File: config.mk
export PLATFORM = sky130hd
export DESIGN_NAME = stream_pool2x2_flat
export DESIGN_NICKNAME = d
export VERILOG_FILES = /design/src/rtl/stream_pool2x2_if.sv /design/src/rtl/stream_pool2x2.sv /design/src/flat_wrapper.sv
export SDC_FILE = /design/constraint.sdc
export NUM_CORES = 2
export LEC_CHECK = 0
export BUFFER_PORTS_ARGS = -buffer_cell sky130_fd_sc_hd__clkbuf_2
export CORE_AREA = 2 2 646 648
export DETAILED_ROUTE_END_ITERATION = 10
export DIE_AREA = 0 0 648 650
export GPL_ROUTABILITY_DRIVEN = 0
export GPL_TIMING_DRIVEN = 1
export SYNTH_ARGS = -nofsm -noshare
export SYNTH_HDL_FRONTEND = slang
export SYNTH_SLANG_ARGS = --single-unit
File: constraint.sdc
create_clock -name clk -period 4.4 [get_ports clk]
set_input_delay 0.44 -clock clk [delete_from_list [all_inputs] [get_ports clk]]
set_output_delay 0.44 -clock clk [all_outputs]
set_load 0.05 [all_outputs]
File: src/rtl/stream_pool2x2_if.sv
`default_nettype none
// ============================================================================
//  Module   : stream_pool2x2_if
//  Brief    : Input and output valid/ready stream bundle for stream_pool2x2.
//             The slave modport is the pooling engine's view. The master
//             modport is the view of the environment that feeds it and
//             drains it.
//  Revision : 1.0  initial release
// ============================================================================
interface stream_pool2x2_if #(
  parameter int WIDTH = 8
);
  logic             s_valid;
  logic             s_ready;
  logic [WIDTH-1:0] s_data;
  logic             m_valid;
  logic             m_ready;
  logic [WIDTH-1:0] m_data;
  logic             m_last;

  modport slave (
    input  s_valid, s_data, m_ready,
    output s_ready, m_valid, m_data, m_last
  );

  modport master (
    output s_valid, s_data, m_ready,
    input  s_ready, m_valid, m_data, m_last
  );
endinterface
`default_nettype wire

File: src/rtl/stream_pool2x2.sv
`default_nettype none
// ============================================================================
//  Module   : stream_pool2x2
//  Brief    : Streaming 2x2 / stride-2 max or average pooling over raster-order
//             pixels. The engine has CHANNELS independent lanes and uses one
//             half-width line buffer. Trailing odd rows and columns are dropped.
//  Revision : 1.0  initial release
// ============================================================================
module stream_pool2x2 #(
  parameter int DATA_WIDTH   = 8,
  parameter int CHANNELS     = 1,
  parameter int IFMAP_HEIGHT = 510,
  parameter int IFMAP_WIDTH  = 510
) (
  input  wire logic       clk,
  input  wire logic       reset,
  input  wire logic       en,
  input  wire logic       mode,
  stream_pool2x2_if.slave bus,
  output logic            busy,
  output logic            done_pool
);

  localparam int c_row_w    = $clog2(IFMAP_HEIGHT);
  localparam int c_col_w    = $clog2(IFMAP_WIDTH);
  localparam int c_lb_depth = IFMAP_WIDTH / 2;
  localparam int c_lb_w     = (c_lb_depth > 1) ? $clog2(c_lb_depth) : 1;
  localparam bit c_odd_w    = (IFMAP_WIDTH % 2) != 0;
  localparam bit c_odd_h    = (IFMAP_HEIGHT % 2) != 0;

  localparam logic [1:0] c_st_idle  = 2'd0;
  localparam logic [1:0] c_st_run   = 2'd1;
  localparam logic [1:0] c_st_drain = 2'd2;
  localparam logic [1:0] c_st_done  = 2'd3;

  logic [1:0]                     r_state;
  logic [1:0]                     w_state_next;
  logic [c_row_w-1:0]             r_row;
  logic [c_col_w-1:0]             r_col;
  logic                           r_mode;
  logic                           r_m_valid;
  logic                           r_m_last;
  logic [CHANNELS*DATA_WIDTH-1:0] r_m_data;
  logic [CHANNELS*DATA_WIDTH-1:0] w_out_all;
  logic                           w_s_ready;
  logic                           w_acc;
  logic                           w_col_end;
  logic                           w_final_px;
  logic                           w_col_keep;
  logic                           w_row_keep;
  logic                           w_load;
  logic                           w_load_last;
  logic [c_lb_w-1:0]              w_lb_idx;

  assign w_acc      = bus.s_valid && w_s_ready;
  assign w_col_end  = (r_col == c_col_w'(IFMAP_WIDTH - 1));
  assign w_final_px = w_col_end && (r_row == c_row_w'(IFMAP_HEIGHT - 1));
  // A trailing odd column or row is consumed but does not take part in any window.
  assign w_col_keep = !(c_odd_w && w_col_end);
  assign w_row_keep = !(c_odd_h && (r_row == c_row_w'(IFMAP_HEIGHT - 1)));
  assign w_lb_idx   = c_lb_w'(r_col >> 1);
  // The bottom-right pixel of a 2x2 window completes one pooled output.
  assign w_load     = w_acc && w_col_keep && w_row_keep && r_col[0] && r_row[0];
  assign w_load_last = (r_row == c_row_w'(2 * (IFMAP_HEIGHT / 2) - 1)) &&
                       (r_col == c_col_w'(2 * (IFMAP_WIDTH / 2) - 1));

  assign bus.s_ready = w_s_ready;
  assign bus.m_valid = r_m_valid;
  assign bus.m_data  = r_m_data;
  assign bus.m_last  = r_m_last;

  // State register
  always_ff @(posedge clk) begin
    if (!reset) r_state <= c_st_idle;
    else        r_state <= w_state_next;
  end

  // Next-state logic: DRAIN waits until the last pooled beat has left the output register
  always_comb begin
    w_state_next = r_state;
    case (r_state)
      c_st_idle:  if (en) w_state_next = c_st_run;
      c_st_run:   if (w_acc && w_final_px) w_state_next = c_st_drain;
      c_st_drain: if (!r_m_valid || bus.m_ready) w_state_next = c_st_done;
      c_st_done:  w_state_next = c_st_idle;
      default:    w_state_next = c_st_idle;
    endcase
  end

  // State outputs: input is stalled while the single output stage is full
  always_comb begin
    w_s_ready = (r_state == c_st_run) && (!r_m_valid || bus.m_ready);
    busy      = (r_state == c_st_run) || (r_state == c_st_drain);
    done_pool = (r_state == c_st_done);
  end

  // Raster position counters and per-frame mode latch
  always_ff @(posedge clk) begin
    if (!reset) begin
      r_row  <= '0;
      r_col  <= '0;
      r_mode <= 1'b0;
    end else if ((r_state == c_st_idle) && en) begin
      r_row  <= '0;
      r_col  <= '0;
      r_mode <= mode;
    end else if (w_acc) begin
      if (w_col_end) begin
        r_col <= '0;
        r_row <= r_row + c_row_w'(1);
      end else begin
        r_col <= r_col + c_col_w'(1);
      end
    end
  end

  // Single-stage output register: load on window completion and hold until accepted
  always_ff @(posedge clk) begin
    if (!reset) begin
      r_m_valid <= 1'b0;
      r_m_last  <= 1'b0;
      r_m_data  <= '0;
    end else if (w_load) begin
      r_m_valid <= 1'b1;
      r_m_last  <= w_load_last;
      r_m_data  <= w_out_all;
    end else if (bus.m_ready) begin
      r_m_valid <= 1'b0;
      r_m_last  <= 1'b0;
    end
  end

  genvar k;
  for (k = 0; k < CHANNELS; k++) begin : g_lane
    logic [DATA_WIDTH-1:0] w_px;
    logic [DATA_WIDTH-1:0] r_hold;
    logic [DATA_WIDTH:0]   r_lb [c_lb_depth];
    logic [DATA_WIDTH:0]   w_lb_rd;
    logic [DATA_WIDTH:0]   w_pair;
    logic [DATA_WIDTH+1:0] w_sum4;
    logic [DATA_WIDTH-1:0] w_res;

    assign w_px    = bus.s_data[k*DATA_WIDTH +: DATA_WIDTH];
    assign w_lb_rd = r_lb[w_lb_idx];
    assign w_out_all[k*DATA_WIDTH +: DATA_WIDTH] = w_res;

    // Horizontal pair combine, then vertical combine against the line buffer
    always_comb begin
      w_pair = '0;
      w_sum4 = '0;
      w_res  = '0;
      if (r_mode) begin
        w_pair = {1'b0, r_hold} + {1'b0, w_px};
        w_sum4 = {1'b0, w_pair} + {1'b0, w_lb_rd};
        w_res  = DATA_WIDTH'(w_sum4 >> 2);
      end else begin
        w_pair = {1'b0, (w_px > r_hold) ? w_px : r_hold};
        w_res  = (w_pair[DATA_WIDTH-1:0] > w_lb_rd[DATA_WIDTH-1:0]) ?
                 w_pair[DATA_WIDTH-1:0] : w_lb_rd[DATA_WIDTH-1:0];
      end
    end

    // Even columns park in the hold register; on even rows, pair results fill the line buffer
    always_ff @(posedge clk) begin
      if (!reset) begin
        r_hold <= '0;
        for (int i = 0; i < c_lb_depth; i++) r_lb[i] <= '0;
      end else if (w_acc && w_col_keep && w_row_keep) begin
        if (!r_col[0])     r_hold <= w_px;
        else if (!r_row[0]) r_lb[w_lb_idx] <= w_pair;
      end
    end
  end

endmodule
`default_nettype wire
File: src/flat_wrapper.sv
// flat-port wrapper written by rule: the top's interface ports become plain ports
module stream_pool2x2_flat 
#(
  parameter int DATA_WIDTH   = 8,
  parameter int CHANNELS     = 1,
  parameter int IFMAP_HEIGHT = 510,
  parameter int IFMAP_WIDTH  = 510
)
  (clk, reset, en, mode, busy, done_pool, bus_s_valid, bus_s_data, bus_m_ready, bus_s_ready, bus_m_valid, bus_m_data, bus_m_last);
  stream_pool2x2_if bus_i ();
  input  wire logic clk;
  input  wire logic reset;
  input  wire logic en;
  input  wire logic mode;
  output logic busy;
  output logic done_pool;
  input wire logic [$bits(bus_i.s_valid)-1:0] bus_s_valid;
  input wire logic [$bits(bus_i.s_data)-1:0] bus_s_data;
  input wire logic [$bits(bus_i.m_ready)-1:0] bus_m_ready;
  output wire logic [$bits(bus_i.s_ready)-1:0] bus_s_ready;
  output wire logic [$bits(bus_i.m_valid)-1:0] bus_m_valid;
  output wire logic [$bits(bus_i.m_data)-1:0] bus_m_data;
  output wire logic [$bits(bus_i.m_last)-1:0] bus_m_last;
  assign bus_i.s_valid = bus_s_valid;
  assign bus_i.s_data = bus_s_data;
  assign bus_i.m_ready = bus_m_ready;
  assign bus_s_ready = bus_i.s_ready;
  assign bus_m_valid = bus_i.m_valid;
  assign bus_m_data = bus_i.m_data;
  assign bus_m_last = bus_i.m_last;
  stream_pool2x2 #(.DATA_WIDTH(DATA_WIDTH), .CHANNELS(CHANNELS), .IFMAP_HEIGHT(IFMAP_HEIGHT), .IFMAP_WIDTH(IFMAP_WIDTH)) u_core (.clk(clk), .reset(reset), .en(en), .mode(mode), .bus(bus_i), .busy(busy), .done_pool(done_pool));
endmodule
==> flow_summary_export.csv <==
group,metric,value,unit
status,outcome,"finished, violations left",
status,failed_checks,"setup timing",
power_and_ir_drop,sequentialPowerShare,46.2,%
detailed_routing,wl_per_cell,24.0,um
critical_path,cpPeakStageDelay,600,ps
detailed_routing,first_pass_iters,8,
power_and_ir_drop,p_sw,14.8,mW
logic_synthesis,yosysTopAreaCell,"edfxtp_1",
timing,hold_viol,0,
grt,grt_max_degree,97,
power_and_ir_drop,power_density,459,nW/um^2
clock_network,numCtsBuffers,274,
layout,most-common-layout-cells,"nor2_1 (2361), edfxtp_1 (2304), nand2_1 (616)",
grt,grt_overflow,0,
power_and_ir_drop,combinationalPowerShare,15.0,%
logic_synthesis,synth_top_family_by_area,"multiplexers",
clock_network,insertion_delay,940,ps
grt,grt_pass1_vias,65000,
hold_path,min_to,"u_core.r_state[0]",
logic_synthesis,ys.flop_type,"edfxtp_1",
grt,grt_usage,14.7,%
critical_path,worstReg2RegEnd,"u_core.bus.m_data[2]",
power_and_ir_drop,ir_drop,0.000414,V
logic_synthesis,ys_seq_elements,2351,
detailed_routing,num_vias,65800,
floorplanning,coreArea,415000,um^2
logic_synthesis,ys_warn_count,0,
timing,fin_setup_tns,-2760,ps
detailed_routing,viasPerCell,4.95,
detailed_routing,drt_iter0_markers,9295,
critical_path,reg2reg_slack,-440,ps
timing,fin_crit,4840,ps
layout,final_layout_size_suffix_gt1_share,21.9,%
logic_synthesis,syn_area,103000,um^2
critical_path,crit_required,5290,ps
critical_path,arrival,5730,ps
critical_path,path_cells,"buf_12 > buf_16 > buf_16 > buf_4 > mux4_2 > mux4_2 > a22oi_2 > buf_4 > a21oi_2 > or4_4 > inv_4 > ha_4 > a21o_1 > a21oi_4 > a22oi_2 > buf_4 > a2111o_1 > o41a_1 > a31oi_1 > a21o_1",
clock_network,clock-sinks,2351,
logic_synthesis,synthCells,7247,
critical_path,critical_path.top_delay_family,"compound AO/OA/AOI/OAI gates",
grt,grt_antenna_before_repair,8,
clock_network,cts.clk_slew.worst_paths,60,ps
power_and_ir_drop,p_leak,40.3,nW
critical_path,crit_buf_inv,7,
critical_path,crit_fanout,6,
critical_path,cp_common_cell,"buf_4",
clock_network,htree_levels,5,
floorplanning,die_h,650,um
timing,fmax,207,MHz
hold_path,holdPathStages,5,
hold_path,hold_start,"en",
detailed_routing,drc,0,
timing,report.final.slew_viol_count,0,
layout,multi_input_area,31000,um^2
logic_synthesis,muxShareOfSynthArea,14.5,%
critical_path,crit_path_top_delay_cell,"mux4_2",
placed_design,port_buffers,26,
logic_synthesis,synth_area_per_cell,14.2,um^2
job,maxCapViolations,0,
critical_path,crit_type,"reg -> reg",
floorplanning,die-area,421000,um^2
layout,fin_nets,7662,
timing,skew,69.9,ps
logic_synthesis,synth_xor_area_share,0.144,%
power_and_ir_drop,power,56.3,mW
placed_design,hpwl,213,mm
floorplanning,ios,27,
power_and_ir_drop,intPower,41.5,mW
logic_synthesis,synth_edf_count,2304,
clock_network,root_buffer,"clkbuf_16",
logic_synthesis,synth_area_leaders,"edfxtp_1 (67%), mux4_2 (13%), nor2_1 (8.7%)",
timing,period_share,110,%
detailed_routing,ant_nets,0,
critical_path,setup.worst_path.start_class,"register",
logic_synthesis,synthArstFlopShare,0,%
detailed_routing,totalWireLength,319,mm
clock_network,cts_max_path_buffers,4,
layout,regArea,70100,um^2
power_and_ir_drop,switching_share,26.4,%
clock_network,cts_tree,"done",
power_and_ir_drop,power_frac_clock,38.8,%
layout,layout_commonest_cell,"nor2_1",
floorplanning,die_w,648,um
layout,fillCellCount,40900,
timing,setup_slack,-441,ps
timing,setup_viol,8,
critical_path,cp-end-kind,"register",
logic_synthesis,synth_compound_area_share,2.35,%
logic_synthesis,ys_types,67,
logic_synthesis,ys_seq_area_share,68.0,%
timing,max_slew.worst_pin.slew,1160,ps
logic_synthesis,syn-num-nets,7303,
timing,rsz0062_at_grt,"true",
placed_design,pre_cts_ws,-1190,ps
logic_synthesis,synth_top_area_share,67.1,%
critical_path,rr_worst_depth,20,
layout,area_growth_syn_to_layout,19.2,%
timing,slew_headroom,22.2,%
grt,grt_pass1_wl,461,mm
floorplanning,start_util,24.8,%
logic_synthesis,yosys.area_share.simple,11.8,%
logic_synthesis,synth_fa_ha_area_share,0.517,%
floorplanning,rows,237,
hold_path,hp-class,"in -> reg",
-- worst min-delay path: stages --
cell      delay, ps
clkbuf_2        100
nor2b_1         140
a311oi_1        110
nor2_1          120
a211oi_1         60
-- metrics by stage --
step	util [%]	instances	hold WS [ps]	instance area, um^2
after detailed placement	27.3	12800	475	113000
after CTS	29.6	13300	0.449	123000
final	29.6	13300	80.2	123000
after global placement	27.3	12800	463	113000
after global routing	29.6	13300	63.2	123000
after floorplan	-	7247	453	103000
-- state kept, by name, summed over array words and instances (netlist names), named ones only --
signal and cells:
u_core.r_state 2, u_core.bus.m_valid 1, u_core.r_row 9, u_core.bus.m_data 8
u_core.g_lane.r_hold 8, u_core.bus.m_last 1, u_core.g_lane.r_lb 2304, u_core.r_col 9
u_core.r_mode 1
-- logic make-up (layout without fill, tap and decap cells) --
logic type,count (synthesis),after routing
adder cells (fa/ha/maj),42,42
buffers and inverters,586,1123
AND/OR/NAND/NOR,3158,3158
XOR/XNOR,17,17
flip-flops,2351,2351
other,0,8
multiplexers,742,742
AO/OA/AOI/OAI,351,351
-- power by group through the flow --
stage | registers, mW | logic [mW] | clock network, mW
4_1_cts | 26.0 | 8.37 | 22.1
3_3_place_gp | 26.4 | 7.84 | 0
5_1_grt | 26.1 | 8.84 | 22.9
6_report | 26.0 | 8.46 | 21.9
2_1_floorplan | 26.2 | 4.77 | 0
3_5_place_dp | 26.5 | 7.94 | 0
-- cells in the mapped netlist, types with 13 or more instances --
cell	count
a221oi_1	16
o21ai_0	26
edfxtp_1	2304
buf_6	26
mux2i_1	128
nand2_1	620
mux4_2	600
buf_4	40
nor2_1	2376
nand3_1	38
dfxtp_1	47
inv_1	51
o22ai_1	13
clkbuf_1	365
a22oi_1	130
buf_1	30
a21oi_1	78
mux2_2	14
nor2b_1	17
nor3_1	27
ha_1	41
nand2b_1	20
buf_2	68
-- layer usage --
metal  vias up  wire length, um  track usage [%]
met2      3821           147000             23.1
met1     34000           125000             19.9
met3       582            34200             3.28
met4         6            12600             5.58
li1      27400                -                -
met5         -               43                0
-- cell type report --
type	instances	share of cell area, %
inverters	53	0.164
diodes	8	0.0163
clock buffers	331	5.89
repair buffers	616	5.10
well taps	5497	5.60
clock inverters	123	0.948
multi-input cells	4310	25.2
flip-flops and latches	2351	57.1
-- timing repair --
action	CTS	global route
gates cloned	6	1
pin swaps	26	27
buffers inserted	23	0
resized for setup	114	37
endpoints found under the setup margin	8	8
hold buffers	14	0
endpoints found under the hold margin	27	0
-- how the worst max path moves through the flow --
stage | from | to | slack [ps] | depth (start not counted)
finish | register | u_core.bus.m_data[2] | -440 | 20
global route | register | u_core.bus.m_data[2] | -520 | 22
CTS | register | u_core.bus.m_data[2] | -390 | 20
detailed placement | register | u_core.bus.m_data[6] | -1190 | 18
global placement | register | u_core.bus.m_data[6] | -1210 | 21
floorplan | register | u_core.bus.m_data[2] | 10 | 24
Note: power is estimated with default switching activity, not from simulation.
